$ cat src/rtl/polyvec_chknorm_stream.sv
// Streaming infinity-norm checker for a vector of up to K polynomials.
// Flags the first coefficient with |a| >= bound and always drains the whole vector.
module polyvec_chknorm_stream #(
  parameter int K       = 6,
  parameter int N       = 256,
  parameter int COEFF_W = 32,
  parameter int LANES   = 4,
  parameter int Q       = 8380417
) (
  input  logic                       clk,
  input  logic                       rst_n,
  input  logic                       start,
  input  logic [31:0]                bound,
  input  logic [$clog2(K+1)-1:0]     num_poly,
  input  logic                       in_valid,
  output logic                       in_ready,
  input  logic [LANES*COEFF_W-1:0]   in_data,
  output logic                       busy,
  output logic                       done,
  output logic                       flag,
  output logic [$clog2(K)-1:0]       fail_poly,
  output logic [$clog2(N)-1:0]       fail_coeff
);

  localparam int BEATS = N / LANES;
  localparam int BW    = (BEATS > 1) ? $clog2(BEATS) : 1;
  localparam int PW    = $clog2(K + 1);
  localparam int FPW   = $clog2(K);
  localparam int FCW   = $clog2(N);
  localparam int LW    = (LANES > 1) ? $clog2(LANES) : 1;
  localparam int CW    = (COEFF_W + 1 > 32) ? COEFF_W + 1 : 32;
  localparam logic signed [31:0] LIMIT = 32'((Q - 1) / 8);

  typedef enum logic [1:0] {IDLE = 2'd0, RUN = 2'd1, FIN = 2'd2} state_t;

  state_t          state_r;
  logic [31:0]     bound_r;
  logic [PW-1:0]   last_poly_r;
  logic [PW-1:0]   poly_cnt_r;
  logic [BW-1:0]   beat_cnt_r;
  logic            in_ready_r, busy_r, done_r, flag_r;
  logic [FPW-1:0]  fail_poly_r;
  logic [FCW-1:0]  fail_coeff_r;

  logic [LANES-1:0] lane_fail_s;
  logic [COEFF_W:0] abs_s;
  logic [LW-1:0]    first_lane_s;
  logic             any_fail_s;
  logic             accept_s;
  logic [PW-1:0]    np_clamp_s;
  logic             bound_bad_s;
  logic [FCW-1:0]   fc_s;

  // One extra bit so the most negative coefficient has a representable magnitude
  function automatic logic [COEFF_W:0] abs_coeff(input logic [COEFF_W-1:0] a);
    logic [COEFF_W:0] ext;
    ext = {a[COEFF_W-1], a};
    return ext[COEFF_W] ? (~ext + {{COEFF_W{1'b0}}, 1'b1}) : ext;
  endfunction

  assign in_ready   = in_ready_r;
  assign busy       = busy_r;
  assign done       = done_r;
  assign flag       = flag_r;
  assign fail_poly  = fail_poly_r;
  assign fail_coeff = fail_coeff_r;

  assign accept_s = (state_r == RUN) && in_valid && in_ready_r;

  // Per-lane bound test and lowest failing lane of the current beat
  always_comb begin
    lane_fail_s  = {LANES{1'b0}};
    abs_s        = {(COEFF_W+1){1'b0}};
    first_lane_s = {LW{1'b0}};
    for (int j = LANES - 1; j >= 0; j--) begin
      abs_s          = abs_coeff(in_data[j*COEFF_W +: COEFF_W]);
      lane_fail_s[j] = bound_r[31] | (CW'(abs_s) >= CW'(bound_r));
      first_lane_s   = lane_fail_s[j] ? LW'(j) : first_lane_s;
    end
    any_fail_s = |lane_fail_s;
    fc_s       = FCW'(32'(beat_cnt_r) * 32'(LANES) + 32'(first_lane_s));
  end

  // Run setup: clamp the poly count and screen the bound against the legal limit
  always_comb begin
    np_clamp_s  = num_poly;
    bound_bad_s = $signed(bound) > LIMIT;
    if ((num_poly == {PW{1'b0}}) || (num_poly > PW'(K))) begin
      np_clamp_s = PW'(K);
    end else begin
      np_clamp_s = num_poly;
    end
  end

  // Control FSM with registered handshake, status and first-failure capture
  always_ff @(posedge clk or negedge rst_n) begin
    if (!rst_n) begin
      state_r      <= IDLE;
      bound_r      <= 32'd0;
      last_poly_r  <= {PW{1'b0}};
      poly_cnt_r   <= {PW{1'b0}};
      beat_cnt_r   <= {BW{1'b0}};
      in_ready_r   <= 1'b0;
      busy_r       <= 1'b0;
      done_r       <= 1'b0;
      flag_r       <= 1'b0;
      fail_poly_r  <= {FPW{1'b0}};
      fail_coeff_r <= {FCW{1'b0}};
    end else begin
      case (state_r)
        IDLE: begin
          done_r <= 1'b0;
          if (start) begin
            state_r      <= RUN;
            bound_r      <= bound;
            last_poly_r  <= np_clamp_s - PW'(1);
            poly_cnt_r   <= {PW{1'b0}};
            beat_cnt_r   <= {BW{1'b0}};
            in_ready_r   <= 1'b1;
            busy_r       <= 1'b1;
            flag_r       <= bound_bad_s;
            fail_poly_r  <= {FPW{1'b0}};
            fail_coeff_r <= {FCW{1'b0}};
          end
        end
        RUN: begin
          if (accept_s) begin
            if (!flag_r && any_fail_s) begin
              flag_r       <= 1'b1;
              fail_poly_r  <= FPW'(poly_cnt_r);
              fail_coeff_r <= fc_s;
            end
            if (beat_cnt_r == BW'(BEATS - 1)) begin
              beat_cnt_r <= {BW{1'b0}};
              if (poly_cnt_r == last_poly_r) begin
                state_r    <= FIN;
                in_ready_r <= 1'b0;
                done_r     <= 1'b1;
              end else begin
                poly_cnt_r <= poly_cnt_r + PW'(1);
              end
            end else begin
              beat_cnt_r <= beat_cnt_r + BW'(1);
            end
          end
        end
        FIN: begin
          state_r <= IDLE;
          done_r  <= 1'b0;
          busy_r  <= 1'b0;
        end
        default: begin
          state_r    <= IDLE;
          in_ready_r <= 1'b0;
          busy_r     <= 1'b0;
          done_r     <= 1'b0;
        end
      endcase
    end
  end

endmodule
$ cat config.mk
export PLATFORM = sky130hd
export DESIGN_NAME = polyvec_chknorm_stream
export DESIGN_NICKNAME = d
export VERILOG_FILES = /design/src/rtl/polyvec_chknorm_stream.sv
export SDC_FILE = /design/constraint.sdc
export NUM_CORES = 1
export LEC_CHECK = 0
export BUFFER_PORTS_ARGS = -buffer_cell sky130_fd_sc_hd__buf_2
export CAP_MARGIN = 20
export CELL_PAD_IN_SITES_DETAIL_PLACEMENT = 1
export CELL_PAD_IN_SITES_GLOBAL_PLACEMENT = 1
export CORE_ASPECT_RATIO = 0.6
export CORE_MARGIN = 5
export CORE_UTILIZATION = 30
export CTS_CLUSTER_DIAMETER = 40
export DETAILED_ROUTE_END_ITERATION = 6
export PLACE_DENSITY = 0.6
export SETUP_SLACK_MARGIN = 0.1
export SLEW_MARGIN = 20
export SYNTH_ARGS = -nofsm -noshare
export SYNTH_HDL_FRONTEND = slang
export SYNTH_SLANG_ARGS = --single-unit
$ cat constraint.sdc
create_clock -name clk -period 4.2 [get_ports clk]
set_input_delay 0.63 -clock clk [delete_from_list [all_inputs] [get_ports clk]]
set_output_delay 0.63 -clock clk [all_outputs]
set_load 0.02 [all_outputs]
* Yosys cells after proc, flatten, opt, wreduce, memory -nomap -nowiden
Index checks and enable logic that the tools add are counted.
** Storage, ports and cells
- Logic and storage cells :: 106
- Register bits :: 61
- Input bits :: 167
** Operators by class
- Muxes and demuxes :: 44
- Order comparisons :: 6
- Bitwise logic cells :: 10
- Eq/ne operators :: 10
- $add $sub $neg :: 8
- Reduce and logical (&&, ||, !) cells :: 17
** Operators by type and width (number)
- 33-bit by 1-bit adder with 33-bit output, second input constant :: 4
- 33-bit by 32-bit >= comparator with 1-bit output :: 4
- 33-bit two-way mux :: 4
- 33-bit NOT :: 4
- 32-bit by 21-bit greater-than comparator with 1-bit output, second input constant :: 1
- 8-bit two-way mux :: 3
- 3-bit two-way mux :: 7
- 6-bit two-way mux :: 3
- 2-bit two-way mux :: 8
- 8-bit one-hot mux with 2 select lines :: 1
- 3-bit one-hot mux with 2 select lines :: 2
- 6-bit one-hot mux with 2 select lines :: 1
- 1-bit two-way mux :: 11
- 5-bit AND reduction :: 2
- 8-bit by 2-bit adder with 8-bit output :: 1
- 4-bit AND reduction :: 2
- 6-bit by 1-bit adder with 6-bit output, second input constant :: 1
- 6-bit == test, second input constant :: 1
- 2-bit by 1-bit != test with 1-bit output, second input constant :: 3
- 2-bit != test, second input constant :: 3
- 3-bit AND reduction :: 2
- 1-bit OR :: 4
- 1-bit one-hot mux with 2 select lines :: 2
- 2-bit one-hot mux with 2 select lines :: 1
- other kinds (16) :: 20

* Longest topological paths before layout
- Depth after elaboration :: 13
- Gate-level depth with buffers :: 20
- Mapped depth without buffers :: 19

* Worst setup path after synthesis
No wires, ideal clock.
- Kind :: input to register
- Start point :: input in_data[6]
- End point :: register fail_coeff_r[2], in the netlist fail_coeff[2]
- Stages on the path :: 17
- Library setup time :: 0.081 ns
- Slack :: -0.821 ns
- Arrival time :: 4.940 ns
- Path through :: nor4_2 or3b_1 or2_1 or3_4 or4_4 o31ai_1 xnor2_1 ha_1 nand4_1 nor4_1 o311ai_0 o21ai_0 nor3_1 o31a_1 a31oi_1 buf_1 mux2i_1
** Between the ends
- Word-level cells in the longest chain between the ends :: 10
- Elaborated cells between the ends (all ways) :: 14
** RTL lines
- start, declared :: line 17 : input logic [LANES*COEFF_W-1:0] in_data,
- 33-bit NOT :: line 58 : return ext[COEFF_W] ? (~ext + {{COEFF_W{1'b0}}, 1'b1}) : ext;
- 33-bit by 1-bit adder with 33-bit output :: line 58
- 33-bit two-way mux (*) :: line 58
- 33-bit by 32-bit >= comparator with 1-bit output (*) :: line 77 : lane_fail_s[j] = bound_r[31] | (CW'(abs_s) >= CW'(bound_r));
- 1-bit OR (*) :: line 77
- 2-bit two-way mux :: line 78 : first_lane_s = lane_fail_s[j] ? LW'(j) : first_lane_s;
- 8-bit by 2-bit adder with 8-bit output :: line 81 : fc_s = FCW'(32'(beat_cnt_r) * 32'(LANES) + 32'(first_lane_s));
- 8-bit two-way mux :: line 128 : if (!flag_r && any_fail_s) begin
- 8-bit two-way mux :: line 127 : if (accept_s) begin
- 8-bit one-hot mux with 2 select lines :: line 110 : case (state_r)
- end signal, assigned :: line 108 : fail_coeff_r <= {FCW{1'b0}};
- end signal, assigned :: line 123 : fail_coeff_r <= {FCW{1'b0}};
- end signal, assigned :: line 131 : fail_coeff_r <= fc_s;
- end, declared :: line 43 : logic [FCW-1:0] fail_coeff_r;
Every way passes the cells marked *; elsewhere a longest branch is shown, timed or not. The select of a mux whose other input is x is not followed.
A chain may end at the register's enable or synchronous reset.

* Worst setup path in the final report
- Start point :: input in_data[6]
- End point :: register fail_coeff_r[3], in the netlist fail_coeff[3]
The elaborated chain is that of the path after synthesis.

==> metrics.yaml <==
run_status:
  status: "complete, but fails checks"
  failed_checks: "negative setup slack"
critical_path:
  endpoint_of_the_most_critical_register_to_register_path: "flag"
  crit-reg2reg-launch: "bound_r[31]"
  critical_path_class: "primary input to register"
  path_max_fanout: 5
  worst_setup_path_startpoint: "in_data[6]"
  reg2reg_setup_slack_ns: 1.13
  max_stage_delay_ns: 0.52
  critPathCaptureType: "register"
  cp_slowest_cell: "sky130_fd_sc_hd__or4_4"
  worst_setup_path_endpoint: "fail_coeff[3]"
  worstSetupStartpointType: "primary input"
  worst-endpoint-required_ns: 4.45
  crit_arrival_ns: 4.94
  critical_path.cell_chain: "buf_8, nor4_4, or3b_4, or2_4, or3_4, or4_4, o31ai_4, xnor2_2, ha_1, nand4_1, buf_4, nor3_4, a22oi_2, o311ai_2, nor3_1, o31a_1, a31oi_4, buf_6, mux2i_1"
  r2r.worst_path.cells: 10
cts:
  ctsHoldBuffers: 0
  cts.clk_slew.worst_paths_ns: 0.06
  clk-insertion-delay-late_ns: 0.34
  numCtsBuffers: 9
  tritoncts: "built"
  cts_max_level: 3
  number_of_sinks_on_the_clock_net: 61
  cts_root_buffer: "sky130_fd_sc_hd__clkbuf_16"
  clk_path_buf_depth: 2
floorplanning:
  die_area_mm2: 0.02976
  dieWidth_um: 219.4
  die_height_um: 135.6
  top_level_ports: 182
  fp-row-count: 46
  start_util_pct: 30.14
  core-area_mm2: 0.02619
routing:
  remaining_antenna_violation_count_after_routing: 0
  vias_cell: 5.157
  drt-total-wl_um: 33050
  detailedRoute.firstIterationViolations: 445
  wl_per_cell_um: 19.70
  dr.pass1.iters: 5
  dr_total_vias: 8648
  drc_errors: 0
run:
  max_cap_violations: 0
timing:
  timing.fmax_mhz: 213.1
  period_minus_slack_ns: 4.694
  final_report_hold_violation_count: 0
  fin_worst_skew_ns: 0.009135
  max_slew.worst_pin.slew_ns: 0.9990
  slew_headroom_pct: 33.40
  number_of_setup_violations_in_the_final_report: 12
  final.period_utilization_pct: 111.8
  layout_setup_ws_ns: -0.4937
  slew_viol_final: 0
  grt_setup_unrepaired: "yes"
synth:
  netlist-cell-type-count: 57
  synth_area_per_cell_um2: 8.103
  synth_largest_area_cell: "sky130_fd_sc_hd__ha_1"
  netlist.area_leader.share_pct: 21.40
  syn-cell-area_mm2: 0.007893
  synth-seq-cells: 61
  netlist_instances: 974
  synth-edff-count: 0
  mappedNetlistNets: 1276
  async_reset_ff_share_pct: 100.0
  synth_flop_cell: "sky130_fd_sc_hd__dfrtp_1"
  ys_warn_count: 0
  synth_top_cells_by_area: "sky130_fd_sc_hd__ha_1 (21%), sky130_fd_sc_hd__dfrtp_1 (19%), sky130_fd_sc_hd__xnor2_1 (13%)"
  synth.yosys.seq_area_share_pct: 19.34
final_layout:
  nNetsFinal: 1614
  drive_gt1_share_pct: 32.88
  num_antenna_cells: 0
  area.growth.synth_to_final_pct: 40.42
  commonest_non_fill_non_tap_cells_in_the_layout: "sky130_fd_sc_hd__buf_2 (177), sky130_fd_sc_hd__buf_4 (168), sky130_fd_sc_hd__ha_1 (134)"
  mostFrequentLayoutCell: "sky130_fd_sc_hd__buf_2"
  postLayoutCoreUtil_pct: 42.32
global_routing:
  grt_util_all_layers_pct: 21.95
  grt.met1_usage_pct: 32.47
  globalRouteOverflowTotal: 0
  gr-max-usage-layer: "met2"
  grt_first_pass_wirelength_um: 50870
  grt_pass1_vias: 9121
  grt_max_degree: 68
  antenna_found_initial: 1
  globalRouteMet2Util_pct: 34.29
  grt_util_met3_pct: 3.060
placement:
  minimum_setup_slack_after_placement_ns: -1.024
  detailed_place_hpwl_um: 27110
  io_buffer_count: 181
  finalWeightedCongestion: 0.8466
min_path:
  worst_hold_path_type: "primary input to async pin"
power_and_ir_drop:
  leakage_nw: 5.143
  pwr_density_cell_mw_per_mm2: 472.8
  ir_worst_vdd_v: 0.0002247
[metal layers]
metal  wire length [um]  vias up
met5                  0        -
met4                433        0
met3               1538       24
met2              14280      204
met1              16790     4163
li1                   -     4257
[report_power, final]
part / switching, W / internal [W] / total (W) / leakage [nW]
logic: 0.00208 / 0.00141 / 0.00348 / 4.30
registers: 0.000173 / 0.000856 / 0.00103 / 0.706
clock network: 0.000319 / 0.000408 / 0.000727 / 0.137
total: 0.00257 / 0.00267 / 0.00524 / 5.14
[kinds of logic after synthesis]
group                      synth area share [%]
and+or+nand+nor                           19.85
AOI/OAI and AO/OA                         20.67
adders and majority gates                 21.40
xor gates and xnor gates                  13.43
buffers and inverters                     3.900
DFF                                       19.34
muxes                                     1.411
[registers in the layout (all words and copies together), names as in the netlist]
name         flops
in_ready         1
flag             1
fail_coeff       8
fail_poly        3
beat_cnt_r       6
bound_r         32
state_r          2
busy             1
done             1
poly_cnt_r       3
last_poly_r      3
[synthesized netlist by cell type (all sizes together), types with 6 or more instances]
cell,count
a211oi,7
a21o,19
a21oi,45
a31oi,6
clkbuf,19
dfrtp,61
ha,135
inv,58
mux2i,10
nand2,123
nand2b,17
nand3,19
nand4,21
nor2,38
nor3,19
nor4,15
o21ai,98
o31ai,34
o41ai,21
or3,11
or4,21
xnor2,115
xor2,6
[worst min path at each step]
stage / from / endpoint / slack, ns / cells past startpoint
finish: rst_n / fail_poly[2] / 0.46 / 1
global route: busy / busy / 0.50 / 1
CTS: rst_n / last_poly_r[1] / 0.48 / 1
detailed placement: busy / busy / 0.47 / 1
global placement: busy / busy / 0.47 / 1
floorplan: rst_n / beat_cnt_r[0] / 0.33 / 0
[layout make-up]
cell class	count	area (um^2)
Multi-Input combinational cell	831	6389
Fill cell	3175	15100
Clock inverter	7	56.30
Sequential cell	61	1526
Tap cell	360	450.4
Inverter	58	217.7
Clock buffer	9	225.2
Timing Repair Buffer	351	2218
[worst max-delay path: cells and delay by family]
kind / cells / cell delay [ns]
buffers and inverters: 3 / 0.49
XOR/XNOR: 1 / 0.10
multiplexers: 1 / 0.22
AO/OA/AOI/OAI: 5 / 0.96
AND/OR/NAND/NOR: 8 / 2.22
adder cells (fa/ha/maj): 1 / 0.30
[metrics by stage]
| stage | hold slack [ns] | total power (W) | cells | setup TNS, ns | area, um^2 |
|---|---|---|---|---|---|
| 6_report | 0.4563 | 0.005240 | 1677 | -5.145 | 11080 |
| 5_1_grt | 0.4985 | 0.005706 | 1677 | -7.699 | 11080 |
| 4_1_cts | 0.4771 | 0.005169 | 1673 | -4.897 | 10940 |
| 3_5_place_dp | 0.4736 | 0.004312 | 1650 | -11.55 | 10440 |
| 3_3_place_gp | 0.4681 | 0.004172 | 1650 | -11.08 | 10440 |
| 2_1_floorplan | 0.3344 | 0.002856 | 974 | -2.951 | 7976 |
[timing repair]
action	in CTS	in global routing
pin swaps	10	8
setup buffers	6	4
hold endpoints to repair	0	0
cloned	1	0
resized for setup	41	20
setup endpoints to repair	12	12
No activity file was read; power rests on OpenSTA's default activity.
